[src/rtl/control_unit.sv]
// Multi-cycle CPU control unit: Moore FSM sequencing fetch, decode, ALU, memory and branch steps.
// Build option CU_TRAP_EN: opcodes 0xB-0xE enter a sticky TRAP state instead of acting as NOP.
module control_unit #(
    parameter int MEM_LAT = 1
) (
    input  logic       clk,
    input  logic       rst,
    input  logic [7:0] instr,
    input  logic       zero_flag,
    input  logic       run,
    output logic       ram_rd_en,
    output logic       ram_write_en,
    output logic       addr_sel,
    output logic       pc_inc,
    output logic       pc_load,
    output logic       ir_load,
    output logic       opr_load,
    output logic       reg_write_en,
    output logic       wb_sel,
    output logic       flags_load,
    output logic       halted,
    output logic [1:0] A1,
    output logic [1:0] A2,
    output logic [1:0] A3,
    output logic [2:0] alu_sel
);

    typedef enum logic [3:0] {
        S_FETCH, S_IR_LD, S_DECODE, S_EXEC, S_OP_FETCH, S_OP_LD,
        S_BRANCH, S_MEM_RD, S_MEM_WB, S_MEM_WR, S_HALT
`ifdef CU_TRAP_EN
        , S_TRAP
`endif
    } state_t;

    localparam logic [1:0] LAST = 2'(MEM_LAT - 1);

    state_t     state_q, state_d;
    logic [1:0] cnt_q, cnt_d;
    logic       wait_done;
    logic [3:0] op;
    logic [1:0] rd, rs;

    assign op        = instr[7:4];
    assign rd        = instr[3:2];
    assign rs        = instr[1:0];
    assign wait_done = (cnt_q == LAST);

    always_ff @(posedge clk or negedge rst) begin
        if (!rst) begin
            state_q <= S_FETCH;
            cnt_q   <= 2'd0;
        end else begin
            state_q <= state_d;
            cnt_q   <= cnt_d;
        end
    end

    // Counter only advances while a memory wait is still pending, so any state change clears it.
    always_comb begin
        state_d = state_q;
        cnt_d   = 2'd0;
        case (state_q)
            S_FETCH:    if (wait_done) state_d = S_IR_LD;  else cnt_d = cnt_q + 2'd1;
            S_IR_LD:    state_d = S_DECODE;
            S_DECODE: begin
                case (op)
                    4'h1, 4'h2, 4'h3, 4'h4, 4'h5, 4'h6: state_d = S_EXEC;
                    4'h7, 4'h8, 4'h9, 4'hA:             state_d = S_OP_FETCH;
                    4'hF:                               state_d = S_HALT;
`ifdef CU_TRAP_EN
                    4'hB, 4'hC, 4'hD, 4'hE:             state_d = S_TRAP;
`endif
                    default:                            state_d = S_FETCH;
                endcase
            end
            S_EXEC:     state_d = S_FETCH;
            S_OP_FETCH: if (wait_done) state_d = S_OP_LD;  else cnt_d = cnt_q + 2'd1;
            S_OP_LD: begin
                case (op)
                    4'h7:    state_d = S_MEM_RD;
                    4'h8:    state_d = S_MEM_WR;
                    default: state_d = S_BRANCH;
                endcase
            end
            S_BRANCH:   state_d = S_FETCH;
            S_MEM_RD:   if (wait_done) state_d = S_MEM_WB; else cnt_d = cnt_q + 2'd1;
            S_MEM_WB:   state_d = S_FETCH;
            S_MEM_WR:   state_d = S_FETCH;
            S_HALT:     if (run) state_d = S_FETCH;
`ifdef CU_TRAP_EN
            S_TRAP:     state_d = S_TRAP;
`endif
            default:    state_d = S_FETCH;
        endcase
    end

    // Outputs are gated by reset so nothing is driven while rst is held low.
    always_comb begin
        ram_rd_en    = 1'b0;
        ram_write_en = 1'b0;
        addr_sel     = 1'b0;
        pc_inc       = 1'b0;
        pc_load      = 1'b0;
        ir_load      = 1'b0;
        opr_load     = 1'b0;
        reg_write_en = 1'b0;
        wb_sel       = 1'b0;
        flags_load   = 1'b0;
        halted       = 1'b0;
        A1           = 2'd0;
        A2           = 2'd0;
        A3           = 2'd0;
        alu_sel      = 3'd0;
        if (rst) begin
            case (state_q)
                S_FETCH, S_OP_FETCH: ram_rd_en = 1'b1;
                S_IR_LD: begin
                    ir_load = 1'b1;
                    pc_inc  = 1'b1;
                end
                S_EXEC: begin
                    A1           = rd;
                    A2           = rs;
                    A3           = rd;
                    reg_write_en = 1'b1;
                    flags_load   = 1'b1;
                    alu_sel      = op[2:0] - 3'd1;
                end
                S_OP_LD: begin
                    opr_load = 1'b1;
                    pc_inc   = 1'b1;
                end
                S_BRANCH: pc_load = (op == 4'h9) ? 1'b1 : zero_flag;
                S_MEM_RD: begin
                    ram_rd_en = 1'b1;
                    addr_sel  = 1'b1;
                end
                S_MEM_WB: begin
                    reg_write_en = 1'b1;
                    wb_sel       = 1'b1;
                    A3           = rd;
                end
                S_MEM_WR: begin
                    ram_write_en = 1'b1;
                    addr_sel     = 1'b1;
                    A1           = rd;
                end
                S_HALT: halted = 1'b1;
`ifdef CU_TRAP_EN
                S_TRAP: halted = 1'b1;
`endif
                default: ;
            endcase
        end
    end

endmodule
[config.mk]
export PLATFORM = sky130hd
export DESIGN_NAME = control_unit
export DESIGN_NICKNAME = d
export VERILOG_FILES = /design/src/rtl/control_unit.sv
export SDC_FILE = /design/constraint.sdc
export NUM_CORES = 1
export LEC_CHECK = 0
export BUFFER_PORTS_ARGS = -buffer_cell sky130_fd_sc_hd__buf_4
export CAP_MARGIN = 20
export CORE_AREA = 2 2 54 56
export DETAILED_ROUTE_END_ITERATION = 8
export DIE_AREA = 0 0 56 58
export SKIP_CTS_REPAIR_TIMING = 1
export SLEW_MARGIN = 40
export SYNTH_ARGS = -nofsm -noshare
export SYNTH_HDL_FRONTEND = slang
export SYNTH_SLANG_ARGS = --single-unit
[constraint.sdc]
create_clock -name clk -period 2.3 [get_ports clk]
set_clock_uncertainty 0.1 [all_clocks]
set_input_delay 0.575 -clock clk [delete_from_list [all_inputs] [get_ports clk]]
set_output_delay 0.575 -clock clk [all_outputs]
set_load 0.02 [all_outputs]
**Yosys cells after proc, flatten, opt, wreduce, memory -nomap -nowiden**

Memory sizes are Yosys's and may differ from the RTL's.
Index checks and enable logic that the tools add are counted.
W data, S select, Z words.

- Equality and inequality tests: 17
- Add/sub/neg operators: 2
- Reductions and logical operators: 8
- Multiplexer cells: 39

Operators with widths:

| operator | number |
|---|---|
| $pmux W4 S7 | 1 |
| $mux W1 | 23 |
| $eq A4 B3 Y1 const B | 5 |
| $eq A4 B4 Y1 const B | 5 |
| $mux W2 | 8 |
| $mux W4 | 4 |
| $eq A4 B2 Y1 const B | 2 |
| $ne A2 B2 Y1 const B | 4 |
| $pmux W4 S2 | 1 |
| $reduce_or A2 Y1 | 4 |
| $mux W3 | 2 |
| $eq A4 B1 Y1 const B | 1 |
| $logic_not A4 Y1 | 1 |
| $reduce_and A4 Y1 | 1 |
| $reduce_or A3 Y1 | 1 |
| $sub A3 B1 Y3 const B | 1 |
| $add A2 B1 Y2 const B | 1 |
| $logic_not A2 Y1 | 1 |

- Bits in registers: 6
- Output and inout port bits: 20
- Memories kept: 1
- Bits in read-only memories: 64

Memories:

| memory | depth | width | rd ports | clocked after memory_dff | write ports | line | text |
|---|---|---|---|---|---|---|---|
| (no name shown) | 16 | 4 | 1 | 0 | 0 | 67 | `case (op)` |

**Longest topological paths before layout**

Gate-level depths: netlist of the first run.

- Depth after elaboration: 4
- Depth in mapped cells: 6
- Gate-level depth less buffers: 6

**Worst setup path after synthesis of the first run**

No wires, ideal clock.

- Path type: input -> output
- From: input instr[6]
- To: output pc_load
- Arrival time: 1.599 ns
- Data required time: 1.625 ns
- Path slack: 0.026 ns
- Cell stages on the path: 3
- Buffers on the path: 0
- Path through: and2b_2 -> a21oi_1 -> nor4b_1

- Word-level cells in the longest chain between the ends: 4

RTL lines:

| what | line | text |
|---|---|---|
| start, declared | 8 | `input logic [7:0] instr,` |
| $eq A4 B4 Y1 | 134 | `S_BRANCH: pc_load = (op == 4'h9) ? 1'b1 : zero_flag;` |
| $mux W1 | 134 |  |
| $mux W1 | 116 | `case (state_q)` |
| $mux W1 | 115 | `if (rst) begin` |
| end, declared | 15 | `output logic pc_load,` |

Every way passes these cells.

**Worst setup path after layout of the first run**

- From: register state_q[3]
- To: output A1[0]

- Word-level cells in the longest chain between the ends: 4
- Elaborated cells between the ends (all ways): 5

RTL lines:

| what | line | text |
|---|---|---|
| start, declared | 38 | `state_t state_q, state_d;` |
| start signal, assigned | 54 | `state_q <= state_d;` |
| $eq A4 B2 Y1 or $eq A4 B4 Y1 (tied branches) | 116 |  |
| $reduce_or A2 Y1 (no source line) * | -- |  |
| $mux W2 * | 116 |  |
| $mux W2 * | 115 |  |
| end, declared | 22 | `output logic [1:0] A1,` |

Every way passes the cells marked *; elsewhere a longest branch is shown, timed or not.

==> results of run 1 <==
==> report_power, final <==
group          switching, mW  leakage [nW]  internal [mW]  total, mW
Combinational          0.305         0.435          0.245      0.550
Clock                 0.0331        0.0138         0.0587     0.0918
Sequential            0.0474        0.0802          0.132      0.179
==> state kept, by name (all words and copies together) (netlist names) <==
name     count
state_q      4
cnt_q        2
==> logic make-up after synthesis <==
family                   count (synthesis)  synth area share, %
AND/OR/NAND/NOR                         51                 38.2
AO/OA/AOI/OAI                           20                 18.5
buffers and inverters                   16                 9.77
adder cells (fa/ha/maj)                  6                 9.93
flip-flops                               6                 19.9
XOR/XNOR                                 2                 2.32
multiplexers                             1                 1.32
==> worst min path at each step <==
| stage | to | from |
|---|---|---|
| global route | cnt_q[0]$_DFF_PN0_ | rst |
| finish | cnt_q[1]$_DFF_PN0_ | rst |
| CTS | cnt_q[0]$_DFF_PN0_ | rst |
| floorplan | cnt_q[0]$_DFF_PN0_ | rst |
| global placement | cnt_q[0]$_DFF_PN0_ | rst |
| detailed placement | cnt_q[0]$_DFF_PN0_ | rst |
==> metrics by stage <==
| stage | setup TNS (ns) | utilization (%) | instance area [sq um] | power, mW | hold slack, ns |
|---|---|---|---|---|---|
| floorplan | 0 | - | 756 | 0.555 | 0.179 |
| global placement | 0 | 38.8 | 1030 | 0.704 | 0.393 |
| detailed placement | 0 | 38.8 | 1030 | 0.710 | 0.393 |
| CTS | 0 | 39.6 | 1050 | 0.806 | 0.140 |
| global route | -0.0421 | 41.0 | 1090 | 0.888 | 0.148 |
| finish | 0 | 41.0 | 1090 | 0.820 | 0.148 |
==> Yosys cell counts, drive strengths merged, types with 2 or more instances <==
cell    count
xnor2       2
a31oi       3
ha          6
and2        9
inv         9
nand2       7
nand2b      2
o211ai      2
nand3       2
nor3        5
and3b       2
nor2       12
buf         6
o21bai      2
or3         2
nor3b       2
a21oi       6
nand3b      2
dfrtp       6
==> layer usage <==
metal  vias up  global-route usage [%]  wire length [microns]  share of wire, %
li1        426                       -                      -                 -
met3         2                    2.23                    136               7.1
met2        33                    21.7                    865                45
met4         0                    4.08                     16              0.83
met5         -                       0                      0                 0
met1       361                    15.1                    899                47
==> worst reg2reg max path, delay by kind of cell, from the launching register on <==
kind                   cells  cell delay [ns]
flip-flops                 1             0.47
AND/OR/NAND/NOR            2             0.38
buffers and inverters      1             0.23
AO/OA/AOI/OAI              1             0.22
==> area by class of cell <==
cell class                 count  area [sq um]
fill                         302          1570
sequential                     6           150
timing repair buffer          39           300
tap                           31          38.8
multi-input combinational     80           546
clock buffer                   3          22.5
inverter                       9          33.8
==> flow_metrics.tcl, run 1 <==
set metrics [dict create \
    run_status "completed" \
    cts_tree "done" \
    most_frequent_cells_in_the_layout "sky130_fd_sc_hd__buf_4 (37), sky130_fd_sc_hd__nor2_1 (12), sky130_fd_sc_hd__and2_1 (9)" \
    fraction_of_final_layout_cells_with_drive_strength_greater_than_1_pct 37.2 \
    min_period_ns 2.19 \
    setup_violations 0 \
    setup.worst_path.start_class "flip-flop" \
    initial_core_util_pct 28.4 \
    port-buffer-count 31 \
    average_cell_area_after_synthesis_sq_um 7.41 \
    cp_endpoint_kind "output pin" \
    grt_pass1_vias 769 \
    path_delay_family "flip-flops" \
    floorplan.rows 19 \
    die_y_microns 58 \
    postSynthRegisterBits 6 \
    syn_to_final_growth_pct 44.4 \
    routed_wire_length_per_instance_microns 11.4 \
    grt_setup_unrepaired "yes" \
    clock_edge_transition_at_the_registers_on_the_reported_setup_and_hold_paths_ns 0.04 \
    cap_viol_max_count 0 \
    die_w_microns 56 \
    grt_start_max_net_pins 18 \
    clock-sinks 6 \
    max_slew_margin_pct 80.8 \
    cpMostUsedCell "sky130_fd_sc_hd__buf_4" \
    r2r_startpoint "state_q[2]$_DFFE_PN0P_" \
    dpl.hpwl_microns 1520 \
    htreeDepth 1 \
    crit_path_cell_trace "buf_6 > buf_4 > xnor2_1 > nor3_1 > and2_1 > buf_4" \
    clkLatencyLatePin_ns 0.24 \
    worst-r2r-cell-count 4 \
    cts-root-to-sink-buffers 2 \
    layout_commonest_cell "sky130_fd_sc_hd__buf_4" \
    floorplan.die_area_sq_um 3250 \
    synth-edff-count 0 \
    antenna_found_initial 0 \
    grt_pass1_wl_microns 3270 \
    powerDensity_nw_per_um2 752 \
    worst-slew-pin-transition_ns 0.288 \
    postRouteWirelength_microns 1920 \
    synth_warnings 0 \
    cp_data_required_time_ns 1.62 \
    path_max_fanout 4 \
    ys_async_sr_fraction_pct 100 \
    dr_total_vias 822 \
    sequential_share_of_the_synthesized_area_pct 19.9 \
    crit_path_end "A1[0]" \
    leakagePower_nw 0.529 \
    synthTopCellsByArea "sky130_fd_sc_hd__dfrtp_1 (20%), sky130_fd_sc_hd__ha_1 (9.9%), sky130_fd_sc_hd__and2_1 (7.5%)" \
    clock.fmax_ghz 0.457 \
    worstReg2RegEnd "state_q[3]$_DFFE_PN0P_" \
    overflow 0 \
    antenna_left 0 \
    timing.critical_path.slowest_stage_cell "sky130_fd_sc_hd__dfrtp_1" \
    crit_start "state_q[3]$_DFFE_PN0P_" \
    timing_worst_setup_path_type "flip-flop to output pin" \
    setup_slack_ns 0.110 \
    yosys.area.top_type_share_pct 19.9 \
    cts-buffers-inserted 3 \
    postSynth.topFlopCell "sky130_fd_sc_hd__dfrtp_1" \
    critical-path-max-stage-delay_ns 0.40 \
    drt_pass1_iterations 4 \
    yosys.area.top_type "sky130_fd_sc_hd__dfrtp_1" \
    nNetsFinal 157 \
    hold_path_class "primary input to asynchronous set/reset pin" \
    synth.cell_area_sq_um 756 \
    insertedDiodeCount 0 \
    reg2reg_slack_ns 0.83 \
    numPlacedInstances 163 \
    max-vdd-ir-drop_v 0.000372 \
    routed_via_density 4.89 \
    cts.root.buffer_cell "sky130_fd_sc_hd__clkbuf_4" \
    first_iter_violations 7 \
    netlist-cell-type-count 38 \
    hold_viol 0 \
    syn-num-nets 120 \
    fin_crit_share_pct 95.2 \
    gpl.final_weighted_congestion 0.817 \
    report.final.slew_viol_count 0 \
    endpoint_arrival_time_on_the_critical_path_ns 1.51 \
    route.detailed.drc 0 \
    crit_cells 6 \
    core_region_area_sq_um 2660 \
    netlist_instances 102 \
    num_io_pins 32 \
    dp_worst_slack_ns 0.0929 \
    fin_cells 168 \
    track_usage_pct 12.3 \
    critical_path_buf_inv_count 3 \
]
Power figures use the tool's default switching activity.
==> run 2: changes to the inputs <==
--- a/config.mk
+++ b/config.mk
@@ -10,6 +10,7 @@
 export CORE_AREA = 2 2 54 56
 export DETAILED_ROUTE_END_ITERATION = 8
 export DIE_AREA = 0 0 56 58
+export PLACE_DENSITY = 0.63
 export SKIP_CTS_REPAIR_TIMING = 1
 export SLEW_MARGIN = 40
 export SYNTH_ARGS = -nofsm -noshare
==> run 2 against run 1 <==
  * Cell count up 1.2%
  * Global-route usage decreased by 0.37 points
  * Core utilization increased by 0.89 points
  * Critical endpoint is now A3[1]
  * Largest power group unchanged
==> flow_metrics.tcl, run 2 (synthesis results as in run 1) <==
set metrics [dict create \
    gpl.final_weighted_congestion 0.782 \
    worst-r2r-cell-count 4 \
    first_iter_violations 16 \
    routed_via_density 4.94 \
    port-buffer-count 31 \
    floorplan.die_area_sq_um 3250 \
    route.detailed.drc 0 \
    die_y_microns 58 \
    insertedDiodeCount 0 \
    clock-sinks 6 \
    run_status "completed" \
    r2r_startpoint "state_q[2]$_DFFE_PN0P_" \
    core_util_final_pct 41.9 \
    clock.fmax_ghz 0.447 \
    path_max_fanout 5 \
    timing.critical_path.slowest_stage_cell "sky130_fd_sc_hd__dfrtp_1" \
    setup.worst_path.start_class "flip-flop" \
    most_frequent_cells_in_the_layout "sky130_fd_sc_hd__buf_4 (38), sky130_fd_sc_hd__nor2_1 (12), sky130_fd_sc_hd__and2_1 (8)" \
    grt_setup_unrepaired "yes" \
    floorplan.rows 19 \
    crit_path_cell_trace "buf_6 > and3b_1 > a21oi_2 > nor3b_2 > and2_1 > buf_6" \
    cp_data_required_time_ns 1.62 \
    totalNegativeSetupSlack_ns 0 \
    htreeDepth 1 \
    antenna_left 0 \
    routed_wire_length_per_instance_microns 11.4 \
    cts.root.buffer_cell "sky130_fd_sc_hd__clkbuf_4" \
    hold_viol 0 \
    die_w_microns 56 \
    critical-path-max-stage-delay_ns 0.40 \
    fraction_of_final_layout_cells_with_drive_strength_greater_than_1_pct 39.6 \
    dr_total_vias 840 \
    overflow 0 \
    clkLatencyLatePin_ns 0.24 \
    powerDensity_nw_per_um2 750 \
    min_period_ns 2.24 \
    hold_path_class "primary input to asynchronous set/reset pin" \
    layout_commonest_cell "sky130_fd_sc_hd__buf_4" \
    drt_pass1_iterations 4 \
    cts-root-to-sink-buffers 2 \
    cts-buffers-inserted 3 \
    setup_violations 0 \
    initial_core_util_pct 28.4 \
    cap_viol_max_count 0 \
    reg_top3 "state_q (4), cnt_q (2)" \
    largest_register_ff_count 4 \
    postRouteWirelength_microns 1930 \
    timing_worst_setup_path_type "flip-flop to output pin" \
    fin_crit_share_pct 97.2 \
    grt_pass1_vias 719 \
    reg2reg_slack_ns 0.78 \
    multiInputGateArea_sq_um 549 \
    grt_pass1_wl_microns 3150 \
    endpoint_arrival_time_on_the_critical_path_ns 1.56 \
    report.final.slew_viol_count 0 \
    cts_tree "done" \
    syn_to_final_growth_pct 47.5 \
    post-layout-total-power_uw 837 \
    leakagePower_nw 0.542 \
    dpl.hpwl_microns 1480 \
    antenna_found_initial 0 \
    max-vdd-ir-drop_v 0.000425 \
    grt_start_max_net_pins 22 \
    largest_register "state_q" \
    track_usage_pct 11.9 \
    cpMostUsedCell "sky130_fd_sc_hd__buf_6" \
    n_fill_cell 284 \
    clock_edge_transition_at_the_registers_on_the_reported_setup_and_hold_paths_ns 0.04 \
    seqCellArea_sq_um 151 \
    num_io_pins 32 \
    worst-slew-pin-transition_ns 0.244 \
    cp_endpoint_kind "output pin" \
    worstReg2RegEnd "state_q[3]$_DFFE_PN0P_" \
    nNetsFinal 159 \
    core_region_area_sq_um 2660 \
    max_slew_margin_pct 83.6 \
]
==> run 2: cell types whose count changed in the layout (fill, tap and decap cells not counted) <==
cell,previous run,this run
sky130_fd_sc_hd__nand2_1,6,7
sky130_fd_sc_hd__dfrtp_2,0,1
sky130_fd_sc_hd__a21oi_2,0,1
sky130_fd_sc_hd__a21oi_1,6,5
sky130_fd_sc_hd__dfrtp_1,6,5
sky130_fd_sc_hd__buf_4,37,38
sky130_fd_sc_hd__nand2_2,1,0
sky130_fd_sc_hd__and2_4,0,1
sky130_fd_sc_hd__buf_6,2,3
sky130_fd_sc_hd__and2_1,9,8
==> run 2: metal layers <==
layer,routed length [microns],global-route usage [%]
met4,23,5.44
met5,0,0
met2,933,19.8
met1,847,15.5
met3,126,1.34
==> run 2: report_power, final <==
group | switching, mW | internal, mW | total (mW)
combinational | 0.308 | 0.255 | 0.563
sequential | 0.0476 | 0.134 | 0.181
clock | 0.0334 | 0.0587 | 0.0921
total | 0.389 | 0.447 | 0.837
==> run 2: stage by stage <==
stage | cells | worst slack (ns) | hold WS [ns] | area [sq um]
floorplan | 102 | 0.0256 | 0.179 | 756
global placement | 164 | 0.0985 | 0.393 | 1040
detailed placement | 164 | 0.0698 | 0.394 | 1040
CTS | 167 | -0.0269 | 0.133 | 1060
global route | 170 | -0.0250 | 0.143 | 1110
finish | 170 | 0.0642 | 0.139 | 1110
==> run 2: cell type report <==
type,count,share of cell area [%]
Multi-Input combinational cell,80,49.3
Timing Repair Buffer,41,28.6
Sequential cell,6,13.6
Tap cell,31,3.48
Inverter,9,3.03
Clock buffer,3,2.02
==> run 2: worst max-delay path by stage <==
stage	startpoint	to	slack, ns	depth (start not counted)
CTS	state_q[1]$_DFFE_PN0P_	A2[0]	-0.03	5
floorplan	instr[6]	pc_load	0.03	3
detailed placement	instr[6]	pc_load	0.07	5
global route	state_q[3]$_DFFE_PN0P_	A3[1]	-0.02	6
finish	state_q[3]$_DFFE_PN0P_	A3[1]	0.06	6
global placement	instr[6]	pc_load	0.1	5
==> run 2: critical path: cells and delay by family (launching register included) <==
kind,cells,cell delay [ns]
buffers and inverters,2,0.25
and+or+nand+nor,3,0.62
AOI/OAI and AO/OA,1,0.04
DFF,1,0.40
